### config.mk
export PLATFORM = sky130hd
export DESIGN_NAME = cart_port
export DESIGN_NICKNAME = d
export VERILOG_FILES = /design/src/rtl/cart_port_pkg.sv /design/src/rtl/cart_port_wbuf.sv /design/src/rtl/cart_port.sv
export SDC_FILE = /design/constraint.sdc
export NUM_CORES = 1
export LEC_CHECK = 0
export CORE_MARGIN = 4
export CORE_UTILIZATION = 48
export DETAILED_ROUTE_END_ITERATION = 7
export GPL_TIMING_DRIVEN = 0
export PLACE_DENSITY = 0.91
export SETUP_SLACK_MARGIN = 0.4
export SYNTH_ARGS = -nofsm -noshare
export SYNTH_HDL_FRONTEND = slang
export SYNTH_HIERARCHICAL = 1
export SYNTH_SLANG_ARGS = --single-unit
### constraint.sdc
create_clock -name clk_sys -period 2 [get_ports clk_sys]
set_input_delay 0.4 -clock clk_sys [delete_from_list [all_inputs] [get_ports clk_sys]]
set_output_delay 0.4 -clock clk_sys [all_outputs]
set_load 0.03 [all_outputs]
### src/rtl/cart_port_pkg.sv
// Shared types and the download address map for the cartridge SDRAM port.
// Latency: none (types, constants and a pure function only).
// Backpressure: not applicable.
package cart_port_pkg;

  typedef enum logic [1:0] {
    RESYNC  = 2'd0,
    IDLE    = 2'd1,
    WR_WAIT = 2'd2,
    RD_WAIT = 2'd3
  } state_t;

  localparam logic [1:0] BIOS_BASE = 2'b11;
  localparam int         BIOS_AW   = 13;
  localparam int         DL_AW     = 25;

  // Map an ioctl byte address into cartridge byte space. The BIOS image
  // (index bit0 clear) lands at 0x6000 and only its low 13 bits count.
  function automatic logic [DL_AW-1:0] dl_map(input logic index_b0,
                                              input logic [DL_AW-1:0] addr);
    logic [DL_AW-1:0] res;
    if (index_b0) begin
      res = addr;
    end else begin
      res = {{(DL_AW-BIOS_AW-2){1'b0}}, BIOS_BASE, addr[BIOS_AW-1:0]};
    end
    return res;
  endfunction

endpackage

### src/rtl/cart_port_wbuf.sv
// One-entry skid buffer for download bytes that arrive while the port is busy.
// Latency: a pushed byte is visible on addr/data the cycle after push.
// Backpressure: none upstream; a push into a full, non-draining buffer is dropped and flagged in overrun.
module cart_port_wbuf #(
  parameter int AW = 15
) (
  input  logic          clk_sys,
  input  logic          reset_n,
  input  logic          push,
  input  logic          pop,
  input  logic          clr_overrun,
  input  logic [AW-1:0] push_addr,
  input  logic [7:0]    push_data,
  output logic          full,
  output logic [AW-1:0] addr,
  output logic [7:0]    data,
  output logic          overrun
);

  logic accept;
  logic drop;

  // A pop in the same cycle frees the slot, so the new byte can take it.
  assign accept = push & (~full | pop);
  assign drop   = push & full & ~pop;

  // Hold one pending byte; refill on accept, empty on a bare pop.
  always_ff @(posedge clk_sys or negedge reset_n) begin
    if (!reset_n) begin
      full <= 1'b0;
      addr <= '0;
      data <= '0;
    end else if (accept) begin
      full <= 1'b1;
      addr <= push_addr;
      data <= push_data;
    end else if (pop) begin
      full <= 1'b0;
    end
  end

  // Sticky drop flag; a drop in the clearing cycle still wins.
  always_ff @(posedge clk_sys or negedge reset_n) begin
    if (!reset_n) begin
      overrun <= 1'b0;
    end else if (drop) begin
      overrun <= 1'b1;
    end else if (clr_overrun) begin
      overrun <= 1'b0;
    end
  end

endmodule

### src/rtl/cart_port.sv
// SDRAM port-1 front end: ioctl byte writes and cached cartridge word reads over a toggle req/ack.
// Latency: write issued the cycle after dl_wr; read miss issued next cycle, valid the cycle after ack.
// Backpressure: one-byte write buffer, further bytes dropped (dl_overrun); reads stall while downloading or busy.
module cart_port
  import cart_port_pkg::*;
#(
  parameter int ADDR_W        = 15,
  parameter int RESYNC_CYCLES = 16
) (
  input  logic              clk_sys,
  input  logic              reset_n,
  input  logic              dl_active,
  input  logic [7:0]        dl_index,
  input  logic              dl_wr,
  input  logic [24:0]       dl_addr,
  input  logic [7:0]        dl_data,
  input  logic              cart_rd,
  input  logic [ADDR_W-1:0] cart_addr,
  output logic [7:0]        cart_do,
  output logic              cart_valid,
  output logic              dl_busy,
  output logic              dl_overrun,
  output logic              sd_req,
  input  logic              sd_ack,
  output logic [23:0]       sd_a,
  output logic              sd_we,
  output logic [1:0]        sd_ds,
  output logic [15:0]       sd_d,
  input  logic [15:0]       sd_q
);

  localparam int WA_W  = ADDR_W - 1;
  localparam int CNT_W = $clog2(RESYNC_CYCLES + 1);

  state_t             state;
  state_t             state_nxt;
  logic [CNT_W-1:0]   resync_cnt;
  logic               dl_active_q;
  logic               dl_rise;
  logic [WA_W-1:0]    tag;
  logic               tag_valid;
  logic [15:0]        word;
  logic               rd_discard;
  logic [DL_AW-1:0]   dl_mapped;
  logic [ADDR_W-1:0]  dl_byte;
  logic               ack_match;
  logic               rd_miss;
  logic               issue_buf;
  logic               issue_dl;
  logic               issue_rd;
  logic               adopt;
  logic               wr_done;
  logic               rd_done;
  logic               wb_push;
  logic               wb_full;
  logic               wb_overrun;
  logic [ADDR_W-1:0]  wb_addr;
  logic [7:0]         wb_data;
  logic [ADDR_W-1:0]  wr_byte;
  logic [7:0]         wr_data;
  logic               unused_dl;

  assign dl_mapped = dl_map(dl_index[0], dl_addr);
  assign dl_byte   = dl_mapped[ADDR_W-1:0];
  assign unused_dl = ^{dl_index[7:1], dl_mapped[DL_AW-1:ADDR_W]};

  assign dl_rise   = dl_active & ~dl_active_q;
  assign ack_match = (sd_ack == sd_req);
  assign rd_miss   = ~dl_active & cart_rd &
                     (~tag_valid | (tag != cart_addr[ADDR_W-1:1]));

  // Bytes that cannot be issued directly go to the buffer; when the buffer
  // drains this cycle it can take the new byte at the same time.
  assign wb_push = dl_wr & ((state != IDLE) | issue_buf);
  assign wr_byte = issue_buf ? wb_addr : dl_byte;
  assign wr_data = issue_buf ? wb_data : dl_data;

  assign cart_do    = cart_addr[0] ? word[15:8] : word[7:0];
  assign cart_valid = tag_valid & (tag == cart_addr[ADDR_W-1:1]) & ~dl_active;
  assign dl_busy    = (state == WR_WAIT) | wb_full;
  assign dl_overrun = wb_overrun;

  cart_port_wbuf #(
    .AW (ADDR_W)
  ) u_wbuf (
    .clk_sys     (clk_sys),
    .reset_n     (reset_n),
    .push        (wb_push),
    .pop         (issue_buf),
    .clr_overrun (dl_rise),
    .push_addr   (dl_byte),
    .push_data   (dl_data),
    .full        (wb_full),
    .addr        (wb_addr),
    .data        (wb_data),
    .overrun     (wb_overrun)
  );

  // State register.
  always_ff @(posedge clk_sys or negedge reset_n) begin
    if (!reset_n) begin
      state <= RESYNC;
    end else begin
      state <= state_nxt;
    end
  end

  // Next state and one-cycle issue strobes; buffered write beats new byte beats read miss.
  always_comb begin
    state_nxt = state;
    issue_buf = 1'b0;
    issue_dl  = 1'b0;
    issue_rd  = 1'b0;
    adopt     = 1'b0;
    wr_done   = 1'b0;
    rd_done   = 1'b0;
    case (state)
      RESYNC: begin
        if (resync_cnt == CNT_W'(RESYNC_CYCLES - 1)) begin
          adopt     = 1'b1;
          state_nxt = IDLE;
        end
      end
      IDLE: begin
        if (wb_full) begin
          issue_buf = 1'b1;
          state_nxt = WR_WAIT;
        end else if (dl_wr) begin
          issue_dl  = 1'b1;
          state_nxt = WR_WAIT;
        end else if (rd_miss) begin
          issue_rd  = 1'b1;
          state_nxt = RD_WAIT;
        end
      end
      WR_WAIT: begin
        if (ack_match) begin
          wr_done   = 1'b1;
          state_nxt = IDLE;
        end
      end
      RD_WAIT: begin
        if (ack_match) begin
          rd_done   = 1'b1;
          state_nxt = IDLE;
        end
      end
      default: state_nxt = RESYNC;
    endcase
  end

  // SDRAM request side: resync counter, request toggle and command fields.
  always_ff @(posedge clk_sys or negedge reset_n) begin
    if (!reset_n) begin
      resync_cnt <= '0;
      sd_req     <= 1'b0;
      sd_a       <= '0;
      sd_we      <= 1'b0;
      sd_ds      <= '0;
      sd_d       <= '0;
    end else begin
      if (state == RESYNC) begin
        resync_cnt <= resync_cnt + CNT_W'(1);
      end
      if (adopt) begin
        sd_req <= sd_ack;
      end
      if (issue_buf | issue_dl) begin
        sd_a   <= 24'(wr_byte[ADDR_W-1:1]);
        sd_ds  <= {wr_byte[0], ~wr_byte[0]};
        sd_d   <= {wr_data, wr_data};
        sd_we  <= 1'b1;
        sd_req <= ~sd_req;
      end else if (issue_rd) begin
        sd_a   <= 24'(cart_addr[ADDR_W-1:1]);
        sd_ds  <= 2'b11;
        sd_we  <= 1'b0;
        sd_req <= ~sd_req;
      end
      if (wr_done) begin
        sd_we <= 1'b0;
      end
    end
  end

  // Read cache: tag/word fill, invalidation on download start or overlapping write.
  always_ff @(posedge clk_sys or negedge reset_n) begin
    if (!reset_n) begin
      dl_active_q <= 1'b0;
      tag         <= '0;
      tag_valid   <= 1'b0;
      word        <= '0;
      rd_discard  <= 1'b0;
    end else begin
      dl_active_q <= dl_active;
      if (issue_rd) begin
        tag        <= cart_addr[ADDR_W-1:1];
        tag_valid  <= 1'b0;
        rd_discard <= 1'b0;
      end else if (rd_done) begin
        word      <= sd_q;
        tag_valid <= ~(rd_discard | dl_rise);
      end else if (dl_rise) begin
        tag_valid <= 1'b0;
      end else if ((issue_buf | issue_dl) && (wr_byte[ADDR_W-1:1] == tag)) begin
        tag_valid <= 1'b0;
      end
      // A download starting under an outstanding read poisons its data.
      if (dl_rise && (state == RD_WAIT)) begin
        rd_discard <= 1'b1;
      end
    end
  end

endmodule
==> metrics.txt <==
Leakage=3.49 nW; cell chain of the critical path=xnor2_1 > nand3_1 > or4_4 > nor2_4 > buf_6; RSZ-0062 raised after global routing=true; final worst slack=-0.445 ns; Max FO, Critical Path=4; Via density=5.88; slowest stage delay, CP=0.59 ns; clock skew=0.0147 ns; Tot GR Track Use=0.238; WP data arrival=2.05 ns; Inserted Clock Buffers=9; WS Path Type=flop to primary output; FF-to-FF End=sd_a[8]$_DFFE_PN0P_; ys flop type=dfrtp_1; Worst Setup End Kind=primary output; Die Width=108 microns; hold buffer count at CTS=0; Final GP Congestion=0.897; fill cell count=593; drt first-iter violations=464; syn_area_per_cell=11.8 sq um; final setup fails=34; FFs w/ async S/R, synth=1.00; Core Region=9730 sq um; total gr overflow=0; die height=108 microns; vias=4231; cell area after layout=7180 sq um; Rows=36; Rel. slew slack=0.636; DP Worst Slack=-1.07 ns; reg2reg setup slack=-0.26 ns; synthesized flop and latch total=91; Post-synth EDFFs=0; slowest stage cell, crit path=or4_4; Synth Warn #=6; cell area after synthesis=4770 sq um; H-tree Lvls=3; hold_ws=0.00170 ns; initial antenna violation count=0; clk root buf=clkbuf_8; Fin. Hold Viols=0; clk_lat worst skew=0.37 ns; largest net degree at the start of global routing=55; worst r2r src=tag[9]$_DFFE_PN0P_; CTS tree=yes; DP Area=6090 sq um; drt drc=0; CTS Sinks=91; Worst EP required=1.60 ns; IO buf count=104; ANT cells=0; clock buffer depth=2; most frequent cells in the layout=84 x dfrtp_1, 52 x buf_4, 43 x clkdlybuf4s50_1, 40 x mux2_4, 38 x dlygate4sd2_1; Initial Util=0.490; crit start category=flop; Worst-Margin Slew=0.547 ns; drt total wl=16200 microns; vias in the first global route=4011; VDD IR max=0.838 mV; failing checks=setup timing; I/O Pins=133; max-cap violation count=0; share of cells above drive strength 1=0.399; Final Net Count=663; Yosys cell types=52; die area=11600 sq um; reg2reg path depth=8; min Tclk post-route=2.45 ns; Max Clk Rate=409 MHz; Antenna Nets Post-Route=0; worst min path class=input port to asynchronous set/reset pin; Final Total Pwr=12.5 mW; register area share after synthesis=0.477; Initial DRT Pass Iterations=5; wire length of the first global-routing pass=21200 microns; status=finished, violations left; Final Slew Violations=0; HPWL Detailed=8930 microns; most common cell after layout, fill and taps aside=dfrtp_1; Post-Syn Instances=406; Setup crit start=tag[9]$_DFFE_PN0P_; Reg clk slew, reported paths=0.10 ns; wire per inst=22.5 microns; final period utilization=1.22; synth-to-layout area growth=50.4%; PwrDens=1750 nW/um^2
==> cells in the mapped netlist (2+ instances only) <==
cell type  count  area share
a221o_1       13       0.027
o21a_1         3      0.0047
inv_1         18       0.014
buf_12         3       0.013
buf_4         19       0.030
mux2_4        20       0.063
nand2b_1       4      0.0052
nand4_1        4      0.0052
a21oi_1       12       0.013
nand2_1       36       0.028
nand2_4        2      0.0047
nor2_1        18       0.014
dfrtp_1       91        0.48
and2_1         2      0.0026
a221oi_1       2      0.0037
buf_2          7      0.0073
nand2b_4       2      0.0058
nor3b_1        2      0.0031
ha_1           2      0.0052
o221ai_1       3      0.0055
xnor2_1       23       0.042
o22ai_1        2      0.0026
o21ai_0       23       0.024
mux2_2        37       0.087
and3_1         2      0.0026
a222oi_1       2      0.0042
nand3_1        4      0.0042
buf_6          2      0.0047
clkbuf_1       4      0.0031
xor2_1         5      0.0092
mux2i_1       18       0.038
==> per-stage QoR <==
| step | util | cells | setup TNS (ns) |
|---|---|---|---|
| 3_3_place_gp | 0.624 | 652 | -268.08 |
| 2_1_floorplan | - | 415 | 0 |
| 6_report | 0.738 | 720 | -5.97 |
| 3_5_place_dp | 0.626 | 653 | -21.91 |
| 4_1_cts | 0.679 | 689 | -4.95 |
| 5_1_grt | 0.738 | 720 | -6.63 |
==> cell type report <==
type | count | area [sq um] | area share
Tap cell | 133 | 166 | 0.0232
Sequential cell | 91 | 2290 | 0.319
Buffer | 35 | 369 | 0.0514
Multi-Input combinational cell | 272 | 2490 | 0.347
Clock inverter | 4 | 98.8 | 0.0138
Inverter | 18 | 80.1 | 0.0112
Timing Repair Buffer | 156 | 1560 | 0.217
Clock buffer | 11 | 131 | 0.0183
==> worst max-delay path, delay by kind of cell, from the launching register on <==
kind / cells / cell delay [ns]
DFF: 1 / 0.46
buffers and inverters: 1 / 0.13
and+or+nand+nor: 3 / 0.86
xor gates and xnor gates: 1 / 0.21
==> what timing repair did <==
action | in CTS | in global routing
gates cloned | 2 | 5
gates resized for setup | 154 | 132
setup endpoints to repair | 123 | 85
buffers inserted | 19 | 26
pin swaps | 8 | 23
==> kinds of logic (layout without fill, tap and decap cells) <==
logic type,Yosys count,after routing,share of synthesized area
flip-flops,91,91,0.477
AND/OR/NAND/NOR,84,85,0.0957
multiplexers,75,75,0.188
AO/OA/AOI/OAI,72,72,0.110
buffers and inverters,53,224,0.0718
XOR/XNOR,28,28,0.0514
adder cells (fa/ha/maj),2,2,0.00524
other,1,10,0.000786
==> routing by layer <==
layer	global-route usage	share of wire	up-vias
met2	0.406	0.49	306
met1	0.298	0.38	2078
met3	0.0468	0.092	82
li1	-	-	1765
met5	0	0	-
met4	0.0929	0.044	0
==> how the worst max path moves through the flow <==
stage                          to  slack, ns
2_1_floorplan          cart_valid       0.16
5_1_grt                cart_valid      -0.46
3_3_place_gp   sd_req$_DFFE_PN0P_      -3.06
6_report               cart_valid      -0.45
4_1_cts                cart_valid      -0.36
3_5_place_dp           cart_valid      -1.07
==> sequential cells by signal (all words and copies together) (netlist names) <==
signal and count:
sd_we 1, u_wbuf/addr 15, tag 14, u_wbuf/overrun 1
sd_req 1, sd_d 8, rd_discard 1, word 16
dl_active_q 1, u_wbuf/data 8, resync_cnt 5, sd_ds 2
tag_valid 1, u_wbuf/full 1, sd_a 14, state 2
==> report_power, final <==
part | switching (mW) | total [mW] | internal (mW)
clock network | 0.684 | 1.51 | 0.831
registers | 0.755 | 3.51 | 2.76
logic | 3.68 | 7.52 | 3.84
total | 5.12 | 12.5 | 7.43
No activity file was read; power rests on OpenSTA's default activity.
